<file path="src/rtl/a23_copro_bridge.sv">
// Bridge that lets a non-core agent issue single CP15 register reads/writes over the copro port.
// Latency from the i_req sampling edge (immediate grant, no stall): write ack in cycle 3, read ack in cycle 4, range error ack in cycle 1.
// Waits in REQ for grant and holds ISSUE while i_fetch_stall is high; i_req is ignored whenever o_busy is high.
//
// Ports: i_clk/i_rst (sync active-high); requester side i_req/i_we/i_crn/i_wdata -> o_busy/o_ack/o_err/o_rdata;
//        arbiter side o_copro_req/i_copro_gnt; copro side o_copro_* / i_copro_read_data, qualified by i_fetch_stall.
// Optional: define A23_COPRO_GNT_TIMEOUT_EN to abort with o_err after GNT_TIMEOUT REQ cycles without grant.
module a23_copro_bridge #(
    parameter int GNT_TIMEOUT = 255
) (
    input  logic        i_clk,
    input  logic        i_rst,
    input  logic        i_req,
    input  logic        i_we,
    input  logic [3:0]  i_crn,
    input  logic [31:0] i_wdata,
    output logic        o_busy,
    output logic        o_ack,
    output logic        o_err,
    output logic [31:0] o_rdata,
    output logic        o_copro_req,
    input  logic        i_copro_gnt,
    input  logic        i_fetch_stall,
    output logic [2:0]  o_copro_opcode1,
    output logic [2:0]  o_copro_opcode2,
    output logic [3:0]  o_copro_crn,
    output logic [3:0]  o_copro_crm,
    output logic [3:0]  o_copro_num,
    output logic [1:0]  o_copro_operation,
    output logic [31:0] o_copro_write_data,
    input  logic [31:0] i_copro_read_data
);

    typedef enum logic [2:0] {
        S_IDLE    = 3'd0,
        S_REQ     = 3'd1,
        S_ISSUE   = 3'd2,
        S_CAPTURE = 3'd3,
        S_DONE    = 3'd4
    } state_t;

    state_t      state_q, state_d;
    logic        we_q, we_d;
    logic [3:0]  crn_q, crn_d;
    logic [31:0] wdata_q, wdata_d;
    logic [31:0] rdata_q, rdata_d;
    logic        err_q, err_d;

`ifdef A23_COPRO_GNT_TIMEOUT_EN
    logic [15:0] cnt_q, cnt_d;
    // Counter value seen in the last REQ cycle before the abort.
    localparam logic [15:0] CntLast = 16'(GNT_TIMEOUT - 1);
`else
    logic unused_gnt_timeout;
    assign unused_gnt_timeout = (GNT_TIMEOUT > 0);
`endif

    always_ff @(posedge i_clk) begin
        if (i_rst) begin
            state_q <= S_IDLE;
            we_q    <= 1'b0;
            crn_q   <= 4'd0;
            wdata_q <= 32'd0;
            rdata_q <= 32'd0;
            err_q   <= 1'b0;
`ifdef A23_COPRO_GNT_TIMEOUT_EN
            cnt_q   <= 16'd0;
`endif
        end else begin
            state_q <= state_d;
            we_q    <= we_d;
            crn_q   <= crn_d;
            wdata_q <= wdata_d;
            rdata_q <= rdata_d;
            err_q   <= err_d;
`ifdef A23_COPRO_GNT_TIMEOUT_EN
            cnt_q   <= cnt_d;
`endif
        end
    end

    always_comb begin
        state_d = state_q;
        we_d    = we_q;
        crn_d   = crn_q;
        wdata_d = wdata_q;
        rdata_d = rdata_q;
        err_d   = err_q;
`ifdef A23_COPRO_GNT_TIMEOUT_EN
        cnt_d   = cnt_q;
`endif
        case (state_q)
            S_IDLE: begin
`ifdef A23_COPRO_GNT_TIMEOUT_EN
                cnt_d = 16'd0;
`endif
                if (i_req) begin
                    we_d    = i_we;
                    crn_d   = i_crn;
                    wdata_d = i_wdata;
                    // Previous result is only held until the next accepted request.
                    rdata_d = 32'd0;
                    // Only CP15 registers 0..7 exist; reject the rest without touching the port.
                    if (i_crn[3]) begin
                        err_d   = 1'b1;
                        state_d = S_DONE;
                    end else begin
                        err_d   = 1'b0;
                        state_d = S_REQ;
                    end
                end
            end
            S_REQ: begin
                if (i_copro_gnt) begin
                    state_d = S_ISSUE;
                end
`ifdef A23_COPRO_GNT_TIMEOUT_EN
                // Grant in the timeout cycle takes priority over the abort.
                else if (cnt_q == CntLast) begin
                    err_d   = 1'b1;
                    state_d = S_DONE;
                end else begin
                    cnt_d = cnt_q + 16'd1;
                end
`endif
            end
            S_ISSUE: begin
                if (!i_fetch_stall) begin
                    state_d = we_q ? S_DONE : S_CAPTURE;
                end
            end
            S_CAPTURE: begin
                // The coprocessor registered its read data on the accepting edge; take it regardless of stall.
                rdata_d = i_copro_read_data;
                state_d = S_DONE;
            end
            S_DONE: begin
                state_d = S_IDLE;
            end
            default: begin
                state_d = S_IDLE;
            end
        endcase
    end

    always_comb begin
        o_busy             = (state_q != S_IDLE);
        o_ack              = (state_q == S_DONE);
        o_err              = (state_q == S_DONE) && err_q;
        o_rdata            = rdata_q;
        o_copro_req        = (state_q == S_REQ) || (state_q == S_ISSUE) || (state_q == S_CAPTURE);
        o_copro_opcode1    = 3'd0;
        o_copro_opcode2    = 3'd0;
        o_copro_crm        = 4'd0;
        o_copro_num        = 4'hf;
        o_copro_crn        = 4'd0;
        o_copro_operation  = 2'd0;
        o_copro_write_data = 32'd0;
        if (state_q == S_ISSUE) begin
            o_copro_crn        = crn_q;
            o_copro_operation  = we_q ? 2'd2 : 2'd1;
            o_copro_write_data = wdata_q;
        end else if (state_q == S_CAPTURE) begin
            o_copro_crn = crn_q;
        end
    end

endmodule

</file>
<file path="config.mk">
export PLATFORM = sky130hd
export DESIGN_NAME = a23_copro_bridge
export DESIGN_NICKNAME = d
export VERILOG_FILES = /design/src/rtl/a23_copro_bridge.sv
export SDC_FILE = /design/constraint.sdc
export NUM_CORES = 1
export LEC_CHECK = 0
export ABC_CLOCK_PERIOD_IN_PS = 4400
export BUFFER_PORTS_ARGS = -buffer_cell sky130_fd_sc_hd__buf_2
export CORE_MARGIN = 10
export CORE_UTILIZATION = 48
export CTS_CLUSTER_DIAMETER = 100
export CTS_CLUSTER_SIZE = 14
export DETAILED_ROUTE_END_ITERATION = 7
export PLACE_DENSITY = 0.85
export RECOVER_POWER = 25
export SLEW_MARGIN = 20
export SYNTH_ARGS = -nofsm -noshare
export SYNTH_HDL_FRONTEND = slang
export SYNTH_SLANG_ARGS = --single-unit
</file>
<file path="constraint.sdc">
create_clock -name i_clk -period 4.4 [get_ports i_clk]
set_input_delay 0.22 -clock i_clk [delete_from_list [all_inputs] [get_ports i_clk]]
set_output_delay 0.22 -clock i_clk [all_outputs]
set_load 0.05 [all_outputs]
</file>
# == Yosys cells after proc, flatten, opt, wreduce, memory -nomap -nowiden ==
# Index checks and enable logic that the tools add are counted.
# totals
ff_bits,73
out_inout_bits,88
word_cells,36
# op_classes
n_mux,14
reduce_logical,9
n_eq_ne,7
# op_table
cell,n
$mux W32,2
$pmux W32 S2,1
$mux W3,5
$pmux W3 S4,1
$mux W4,2
$eq A3 B2 Y1 const B,2
$ne A2 B2 Y1 const B,3
$mux W2,2
$reduce_and A2 Y1,2
$eq A3 B1 Y1 const B,1
$eq A3 B3 Y1 const B,1
$logic_not A3 Y1,1
$reduce_and A3 Y1,1
$reduce_bool A3 Y1,1
$logic_or A1 B1 Y1,2
$reduce_bool A2 Y1,1
$logic_and A1 B1 Y1,1
$mux W1,1

# == Depth between registers and ports, before layout ==
# logic_depth
word_depth,3
ltp_mapped,6

# == Worst setup path after synthesis ==
# OpenSTA, ideal clock, no wires.
# synth_path
path_type,register -> output
from,reg state_q[1]
to,out o_ack
path_buffers,1
slack_ps,2529
path_stages_with_launch,3
t_arrival_ps,1651
path_cell_list,dfxtp_1 > clkbuf_1 > nor3_1
# synth_between
elab_chain_len,1
# synth_rtl
item,line,text
start: declaration,42,"state_t state_q, state_d;"
start signal: assignment,70,state_q <= state_d;
$eq A3 B3 Y1,148,o_ack = (state_q == S_DONE);
end: declaration,18,"output logic o_ack,"
# No other way between the ends.

==> summary.txt <==
Timing
  – Final setup viols: 0
  – Final period util: 61.6%
  – Rel. slew slack: -13.2%
  – Maximum clock rate: 369 MHz
  – Worst Tran Pin Value: 1.70 ns
  – RSZ-0062 raised after global routing: no
  – Clock skew: 0.00685 ns
  – Slew Viols, Final: 40
  – Fin Setup TNS: 0 ns
  – Hold Worst Slack: 0.118 ns
  – Final hold viol count: 0
  – Final Critical Period: 2.71 ns

Cells and area
  – Fillers: 549
  – Nets: slightly below 600
  – FF/Latch Area: between 0.001 and 0.0015 mm2
  – Finished Layout Cells: 600
  – Post-layout util: 64.2%
  – Ant. Diodes: 0
  – Finished Cell Area: 0.00387 mm2
  – Multi-input gate area: 0.00139 mm2
  – Layout cells sized above 1: between 20% and 30%
  – Synthesis-to-layout area growth: 27.4%

Setup path
  – CP startpoint kind: primary input
  – CP arrival: between 2 and 3 ns
  – Critical Path RT: 4.55 ns
  – Critical path peak fanout: 39
  – Kind of critical path: primary input to flop
  – CP Capture Type: flop

Placed design
  – Post-DP Area: roughly 0.0037 mm2
  – IO buf count: ~150
  – Placer Congestion: 0.820
  – DP Wirelength: 6.77 mm
  – Cells after DPL: 585

Power and ir drop
  – PD cells: 384 mW/mm2
  – Peak supply drop: 206 uV
  – Leak: 1.70 nW

Clock network
  – Clock Latency Late Sink: around 0.32 ns
  – CTS H-tree lvls: 3
  – CTS tree: done
  – Post-cts resize count: 0
  – Longest Clk Path Bufs: 2
  – Clock buffer count from CTS: 9
  – Clock sink total: 72
  – Worst-path clk slew: 0.08 ns
  – Root Driver: clkbuf_8
  – Total setup buffers inserted after CTS: 0
  – Post-CTS Hold Fix Bufs: 0

Die
  – Die Ht: 99.5 um
  – Initial Util: 50.4%
  – DIE WIDTH: 99.5 um
  – Num rows: 28
  – DIE AREA: between 0.009 and 0.01 mm2
  – Core Region: 0.00603 mm2
  – IO Count: between 150 and 200

Global route
  – Gr ovfl total: 0
  – Largest net degree at the start of global routing: 44
  – Vias in the first global route: 2887
  – First-pass GRT wire length: 13.9 mm
  – Initial antenna violation count: 0
  – Total track usage: 16.9%

Drt
  – Routed via count: approximately 3k
  – Pre-Repair DR Iteration Count: 4
  – Final ANT Viol Nets: 0
  – DRC: 0
  – Drt wl/cell: around 15 um
  – Vias per inst: 4.89
  – Final WL: 8.96 mm
  – DRT iter0 DRCs: approximately 140

Synth
  – Cell taking the most area after synthesis: dfxtp_1
  – Synthesized flop and latch total: between 70 and 80
  – Commonest cells in the netlist: nand2_1 (109), dfxtp_1 (72), a21oi_1 (69)
  – Post-Synth Adder-Cell Area: 0%
  – Mux cell area share after synthesis: less than 1%
  – Ys async rst share: 0%
  – Post-synth top area share: ~47%
  – Register area share after synthesis: 47.5%
  – Yosys warning count: 0
  – Top-count cell post-synth: nand2_1
  – Cells after synthesis: just under 400
  – Post-Synth XOR/XNOR Area: 0%
  – Yosys cell types: 29
  – Number of flops mapped to enable cells by yosys: 0
  – Top post-synthesis cells by area: dfxtp_1 (47%), nand2_1 (13%), a21oi_1 (11%), and2_1 (7.6%), nand3_1 (5.3%)
  – Top_reg_cell synth: dfxtp_1
  – Synth Cell Area: 0.00304 mm2
  – Compound-Gate Fraction of Synth Area: 12.5%
  – Syn Area/Cell: 7.73 um2
  – Largest family of logic cells by synthesized area: simple AND/OR/NAND/NOR gates
  – Post-Synth Simple-Gate Area: between 30% and 40%

Min path
  – HP Class: primary input to flop

Status
  – Failing checks: capacitance limit, slew limit
  – Outcome: finished, violations left

Run
  – Max cap viols: 2
placed cells by master, fill, tap and decap left out, types with 2 or more instances in the layout:
| master | count |
|---|---|
| a211oi_1 | 2 |
| and2_1 | 37 |
| conb_1 | 14 |
| bufinv_16 | 2 |
| clkbuf_1 | 36 |
| nand3b_1 | 4 |
| nand3_1 | 32 |
| nor2_1 | 3 |
| clkbuf_8 | 11 |
| nor3_1 | 2 |
| nor2b_1 | 2 |
| a21oi_1 | 69 |
| buf_4 | 2 |
| nand2_1 | 109 |
| dfxtp_1 | 72 |
| buf_2 | 113 |
final cells by class:
type                            instances  share of cell area, %
Timing Repair Buffer                  151                   18.7
Inverter                                1                 0.0970
Clock inverter                          3                   1.68
Sequential cell                        72                   37.2
Tap cell                               75                   2.42
Clock buffer                           12                   4.01
Multi-Input combinational cell        286                   35.9
stage by stage:
step           power [mW]  setup slack, ns
5_1_grt              1.56             1.38
2_1_floorplan       0.881             2.53
3_5_place_dp        0.931             2.08
4_1_cts              1.50             1.70
6_report             1.49             1.69
3_3_place_gp        0.925             2.20
worst max-delay path: stages:
cell and delay (ns):
clkbuf_1 1.07, clkbuf_1 1.31, nor2_1 0.07, nand2_1 0.12
o22ai_1 0.06
cell families after synthesis:
logic type / count (synthesis)
AOI/OAI and AO/OA: 74
buffers and inverters: 47
DFF: 72
muxes: 2
other: 2
and+or+nand+nor: 196
worst paths after layout:
check                             start     endpoint  slack (ns)  cells after the start
setup reg to reg             state_q[1]   o_rdata[9]        2.09                      4
hold / removal    i_copro_read_data[21]  o_rdata[21]        0.12                      3
hold reg to reg             wdata_q[11]  wdata_q[11]        0.45                      2
setup / recovery                  i_rst   state_q[0]        1.69                      5
power breakdown:
group | total [mW] | switching [mW] | internal, mW
registers | 0.704 | 0.0215 | 0.683
logic | 0.211 | 0.148 | 0.0632
clock network | 0.573 | 0.226 | 0.347
total | 1.49 | 0.395 | 1.09
registers in the layout (all words and copies together), names as in the netlist:
register / count
o_rdata: 32
wdata_q: 32
crn_q: 4
state_q: 3
we_q: 1
routing by layer:
metal	vias up	share of wire, %	GRT usage [%]
met5	-	0	0
met1	1326	37	16.3
li1	1502	-	-
met2	96	52	30.5
met3	11	9.2	7.61
met4	0	1.6	7.28
(Power assumes the default switching activity.)
